[config.mk]
export PLATFORM = sky130hd
export DESIGN_NAME = instr_fetch
export DESIGN_NICKNAME = d
export VERILOG_FILES = /design/src/rtl/instr_fetch.sv
export SDC_FILE = /design/constraint.sdc
export NUM_CORES = 1
export LEC_CHECK = 0
export ABC_AREA = 1
export CORE_MARGIN = 2
export CORE_UTILIZATION = 53
export DETAILED_ROUTE_END_ITERATION = 6
export GPL_TIMING_DRIVEN = 0
export MAX_ROUTING_LAYER = met4
export PLACE_DENSITY_LB_ADDON = 0.1
export SLEW_MARGIN = 0
export SYNTH_ARGS = -nofsm -noshare
export SYNTH_HDL_FRONTEND = slang
export SYNTH_SLANG_ARGS = --single-unit
[constraint.sdc]
create_clock -name clk -period 3.8 [get_ports clk]
set_clock_uncertainty 0.1 [all_clocks]
set_input_delay 0.57 -clock clk [delete_from_list [all_inputs] [get_ports clk]]
set_output_delay 0.57 -clock clk [all_outputs]
set_load 0.1 [all_outputs]
[src/rtl/instr_fetch.sv]
// Instruction fetch stage: owns the PC, issues one word-aligned ROM read per
// cycle, queues returned words with their PC in a small in-order buffer and
// hands them to decode over valid/ready. A redirect flushes the buffer and
// squashes any in-flight read, then restarts fetch at the target.
// DEPTH may be 2..4.
module instr_fetch #(
   parameter logic [31:0] PC_RESET = 32'h0000_0000,
   parameter int          DEPTH    = 2
) (
   input  logic        clk,
   input  logic        rst_n,
   output logic [31:0] o_mem_addr,
   output logic        o_mem_valid,
   input  logic        i_mem_ready,
   input  logic [31:0] i_mem_rdata,
   input  logic        i_rdata_vld,
   input  logic        i_redirect,
   input  logic [31:0] i_redirect_pc,
   output logic [31:0] o_instr,
   output logic [31:0] o_pc,
   output logic        o_instr_vld,
   input  logic        i_id_ready
);

   localparam int PW = (DEPTH > 2) ? 2 : 1;
   localparam int CW = $clog2(DEPTH + 1);
   localparam int OW = CW + 1;

   logic [31:0]   pc;
   logic [31:0]   req_pc;
   logic          inflight;
   logic [PW-1:0] rd_ptr;
   logic [PW-1:0] wr_ptr;
   logic [CW-1:0] count;
   logic [31:0]   entry_pc    [DEPTH];
   logic [31:0]   entry_instr [DEPTH];

   logic          pop;
   logic          push;
   logic          issue;
   logic [OW-1:0] occupancy;
   logic [31:0]   redirect_target;
   logic          unused_redirect_bits;

   // Circular pointer advance; DEPTH need not be a power of two.
   function automatic logic [PW-1:0] ptr_next(input logic [PW-1:0] p);
      return (p == PW'(DEPTH - 1)) ? '0 : p + PW'(1);
   endfunction

   assign redirect_target      = {i_redirect_pc[31:2], 2'b00};
   assign unused_redirect_bits = ^i_redirect_pc[1:0];

   // Handshake decisions. Occupancy counts buffered words plus the word still
   // owed by the ROM, so a request is only made when its reply has a slot.
   always_comb begin
      pop       = (count != '0) & i_id_ready & ~i_redirect;
      push      = i_rdata_vld & inflight & ~i_redirect;
      occupancy = OW'(count) + OW'(inflight) - OW'(pop);
      issue     = rst_n & i_mem_ready & ~i_redirect & (occupancy < OW'(DEPTH));
   end

   // PC, in-flight tracking and buffer bookkeeping; redirect overrides all.
   always_ff @(posedge clk or negedge rst_n) begin
      if (!rst_n) begin
         pc       <= PC_RESET;
         req_pc   <= '0;
         inflight <= 1'b0;
         rd_ptr   <= '0;
         wr_ptr   <= '0;
         count    <= '0;
      end else if (i_redirect) begin
         pc       <= redirect_target;
         inflight <= 1'b0;
         rd_ptr   <= '0;
         wr_ptr   <= '0;
         count    <= '0;
      end else begin
         if (issue) begin
            pc       <= pc + 32'd4;
            req_pc   <= pc;
            inflight <= 1'b1;
         end else begin
            inflight <= 1'b0;
         end
         if (push) begin
            wr_ptr <= ptr_next(wr_ptr);
         end
         if (pop) begin
            rd_ptr <= ptr_next(rd_ptr);
         end
         count <= count + CW'(push) - CW'(pop);
      end
   end

   // Buffer storage: a returned word is written at the tail with its PC.
   always_ff @(posedge clk or negedge rst_n) begin
      if (!rst_n) begin
         for (int i = 0; i < DEPTH; i++) begin
            entry_pc[i]    <= '0;
            entry_instr[i] <= '0;
         end
      end else if (push) begin
         entry_pc[wr_ptr]    <= req_pc;
         entry_instr[wr_ptr] <= i_mem_rdata;
      end
   end

   assign o_mem_addr  = pc;
   assign o_mem_valid = issue;
   assign o_instr_vld = (count != '0);
   assign o_instr     = entry_instr[rd_ptr];
   assign o_pc        = entry_pc[rd_ptr];

   // Occupancy gating on issue guarantees a free slot for every reply.
   assert property (@(posedge clk) disable iff (!rst_n) push |-> (count < CW'(DEPTH)));

endmodule

==> results.py <==
metrics = {
    "synth": {
        "yosys-top-cells-area": "dfrtp_1 (53%), nand2_1 (20%), o21ai_0 (6.0%)",
        "synth.cells.most_frequent": "nand2_1 (483), dfrtp_1 (189), inv_1 (126)",
        "post_synth_fa_ha_maj_area_fraction": 0.00780,
        "yosys.cell_count.top_type": "nand2_1",
        "ys_async_sr_fraction": 1.00,
        "synth_top_cell_by_area": "dfrtp_1",
        "syn_area_sq_um": 8980,
        "synth_edf_count": 0,
        "dominant_combinational_cell_family_by_area_after_synthesis": "simple AND/OR/NAND/NOR gates",
        "synth.yosys.seq_area_share": 0.527,
        "synth_mux_area_frac": 0,
        "yosys_register_bits": 189,
        "synth_cell_type_count": 26,
        "synth-main-ff-cell": "dfrtp_1",
        "netlist_instances": 1187,
        "post_synth_xor_area_fraction": 0.00390,
        "synthesis.yosys.warnings": 0,
        "synth_compound_gate_area_share": 0.100,
        "synth_largest_type_area_fraction": 0.527,
        "synth-simple-area-share": 0.271,
        "post_synth.cell_area_avg_sq_um": 7.56,
    },
    "power": {
        "leakagePower_uw": 0.00637,
        "cell_internal_pwr_uw": 4050,
        "power_frac_clock": 0.249,
        "swShare": 0.444,
        "power_density_nw_per_um2": 627,
        "proportion_of_power_drawn_by_combinational_gates": 0.404,
        "p_switching_uw": 3240,
        "irDropWorstVdd_mv": 0.354,
        "power.sequential.fraction": 0.348,
    },
    "place": {
        "dp.final_hpwl_um": 16400,
        "gp_congestion": 0.928,
        "place_area_sq_um": 10900,
        "dp.cells": 1571,
        "numPortBuffers": 160,
        "pre_cts_ws_ns": -0.998,
    },
    "cts": {
        "root_buffer": "clkbuf_16",
        "cts_buffers": 17,
        "clock_latency_ns": 0.43,
        "cts.sinks": 189,
        "htreeDepth": 4,
        "postCtsSetupRepairBufs": 0,
        "clockBufferDepth": 2,
        "cts_tree": "yes",
        "worst_setup_hold_path_clk_slew_ns": 0.07,
    },
    "detailed_routing": {
        "routed_wl_per_cell_um": 14.4,
        "detail-route-antenna-nets": 0,
        "first_iter_violations": 488,
        "postRouteWirelength_um": 23100,
        "detailroute.via_count": 8096,
        "drc": 0,
        "via_per_inst": 5.06,
        "drt_pre_antenna_iters": 5,
    },
    "layout": {
        "multiInputGateArea_sq_um": 3450,
        "final_area_sq_um": 11600,
        "nFillCells": 1423,
        "number_of_diodes_added_for_antenna_fixing": 0,
        "number_of_nets_in_the_layout": 1443,
        "fin_util": 0.701,
        "drive_above_1_share": 0.0500,
        "area.sequential_sq_um": 4730,
        "layout-area-overhead-vs-synth_pct": 29.4,
        "final_instance_count_excl_fillers": 1601,
    },
    "critical_path": {
        "critical_path_depth": 6,
        "worstPathMaxFanout": 10,
        "cpMaxStageDelayCell": "clkdlybuf4s50_1",
        "worst-r2r-setup-slack_ns": 0.73,
        "cp_num_buf_inv": 4,
        "critPathTopFamily": "buffers and inverters",
        "critical_path_required_ns": 3.13,
        "worst_r2r_endpoint": "o_mem_addr[15]",
        "worstPathArrival_ns": 2.98,
        "worst-r2r-cell-count": 16,
        "worst_setup_path_startpoint": "rd_ptr",
        "worstPathCellList": "clkbuf_1 -> inv_2 -> clkbuf_1 -> nand2_1 -> nand2_1 -> clkdlybuf4s50_1",
        "timing.rr.start": "count[1]",
        "worstSetupPathType": "flip-flop to primary output",
        "max_stage_delay_ns": 1.13,
        "start_kind": "flip-flop",
        "setup.worst_path.end_class": "primary output",
    },
    "min_path": {
        "min_path_type": "primary input to async pin",
    },
    "sta": {
        "worst_slack_ns": 0.150,
        "final-hold-violation-count": 0,
        "rsz_0062_raised_after_global_routing": "no",
        "finalCritPeriodShare": 0.960,
        "timing.final.setup_violations": 0,
        "relSlewSlack": 0.306,
        "maxSlewViolCount": 0,
        "setup_total_negative_slack_ns": 0,
        "min_period_ns": 3.65,
        "worst_pin_slew_ns": 1.04,
        "max_freq_ghz": 0.274,
    },
    "run": {
        "maxCapViolCount": 0,
    },
    "floorplanning": {
        "die_width_um": 134,
        "floorplan.die.height_um": 134,
        "die_area_sq_um": 18000,
        "initial_core_util": 0.541,
        "top_level_ports": 168,
        "placement_rows": 47,
        "core_region_area_sq_um": 16600,
    },
    "global_routing": {
        "grtUsageTotal": 0.275,
        "overflow": 0,
        "first_pass_grt_wire_length_um": 38100,
        "grt_pass1_vias": 7680,
        "initial_antenna_violation_count": 0,
        "maximum_number_of_pins_on_one_net_before_global_route_repair": 113,
    },
    "outcome": {
        "outcome": "completed",
    },
}
==> cells by family after synthesis <==
group,after synthesis
adder cells (fa/ha/maj),5
AO/OA/AOI/OAI,176
other,1
buffers and inverters,189
AND/OR/NAND/NOR,623
flip-flops,189
XOR/XNOR,4
==> what timing repair did <==
action	4_1_cts	5_1_grt
setup endpoints to repair	1	49
gates resized for setup	8	51
cloned	0	0
hold endpoints to repair	0	0
hold buffers	0	0
==> placed cells by master (no fill, tap or decap), types with 8 or more instances in the layout <==
cell,synthesis,layout
clkbuf_16,0,17
nand3_1,63,63
nand2_1,483,483
o21ai_1,47,47
clkdlybuf4s50_1,0,110
nor2_1,72,72
buf_2,15,14
a21oi_1,14,14
inv_1,126,126
clkbuf_1,32,32
dfrtp_1,189,189
dlymetal6s2s_1,0,48
o21ai_0,108,108
buf_6,8,8
==> final cells by class <==
cell class	count	area share
buffer	58	0.0267
multi-input combinational	812	0.297
clock inverter	14	0.0144
timing repair buffer	161	0.151
inverter	129	0.0425
tap	220	0.0237
clock buffer	18	0.0369
sequential	189	0.407
==> layer usage <==
metal,part of all wire,vias to the layer above,track usage
met4,0.016,0,0.0854
met2,0.48,235,0.434
met5,0,-,-
li1,-,4037,-
met3,0.052,30,0.0333
met1,0.45,3794,0.377
==> worst register-to-register path, stage by stage, from the launching register on <==
cell and delay (ns):
dfrtp_1 0.42, inv_1 0.08, nand2_1 0.12, nand2_1 0.11
nor2_1 0.16, ha_1 0.25, inv_1 0.05, nand2_1 0.06
fa_1 0.48, nand2_1 0.05, nor2_1 0.14, nand2_2 0.19
nand2_1 0.27, buf_2 0.28, o21ai_0 0.10, inv_1 0.06
nand2_1 0.05
==> power by group through the flow <==
stage          logic (uW)  registers [uW]  clock network [uW]
3_5_place_dp         2960            2560                   0
2_1_floorplan        1980            2790                   0
3_3_place_gp         2930            2550                   0
6_report             2940            2530                1810
4_1_cts              2970            2530                1830
5_1_grt              3100            2570                1910
==> worst max-delay path by stage <==
stage,end,slack (ns)
6_report,o_pc[26],0.15
3_5_place_dp,o_mem_valid,-1.0
3_3_place_gp,o_mem_valid,-6.33
5_1_grt,o_instr[0],0.0004
2_1_floorplan,o_mem_valid,0.01
4_1_cts,o_pc[23],0.03
==> per-stage QoR <==
step                hold slack [ns]  power (uW)
finish                       0.0248        7280
global route                 0.0610        7580
CTS                          0.0355        7320
detailed placement            0.373        5520
global placement              0.366        5480
floorplan                     0.174        4760
==> flip-flops by register name, indices dropped and copies added, names as in the netlist <==
name         count
req_pc          30
inflight         1
o_mem_addr      30
rd_ptr           1
count            2
entry_instr     64
entry_pc        60
wr_ptr           1
(Power assumes the default switching activity.)
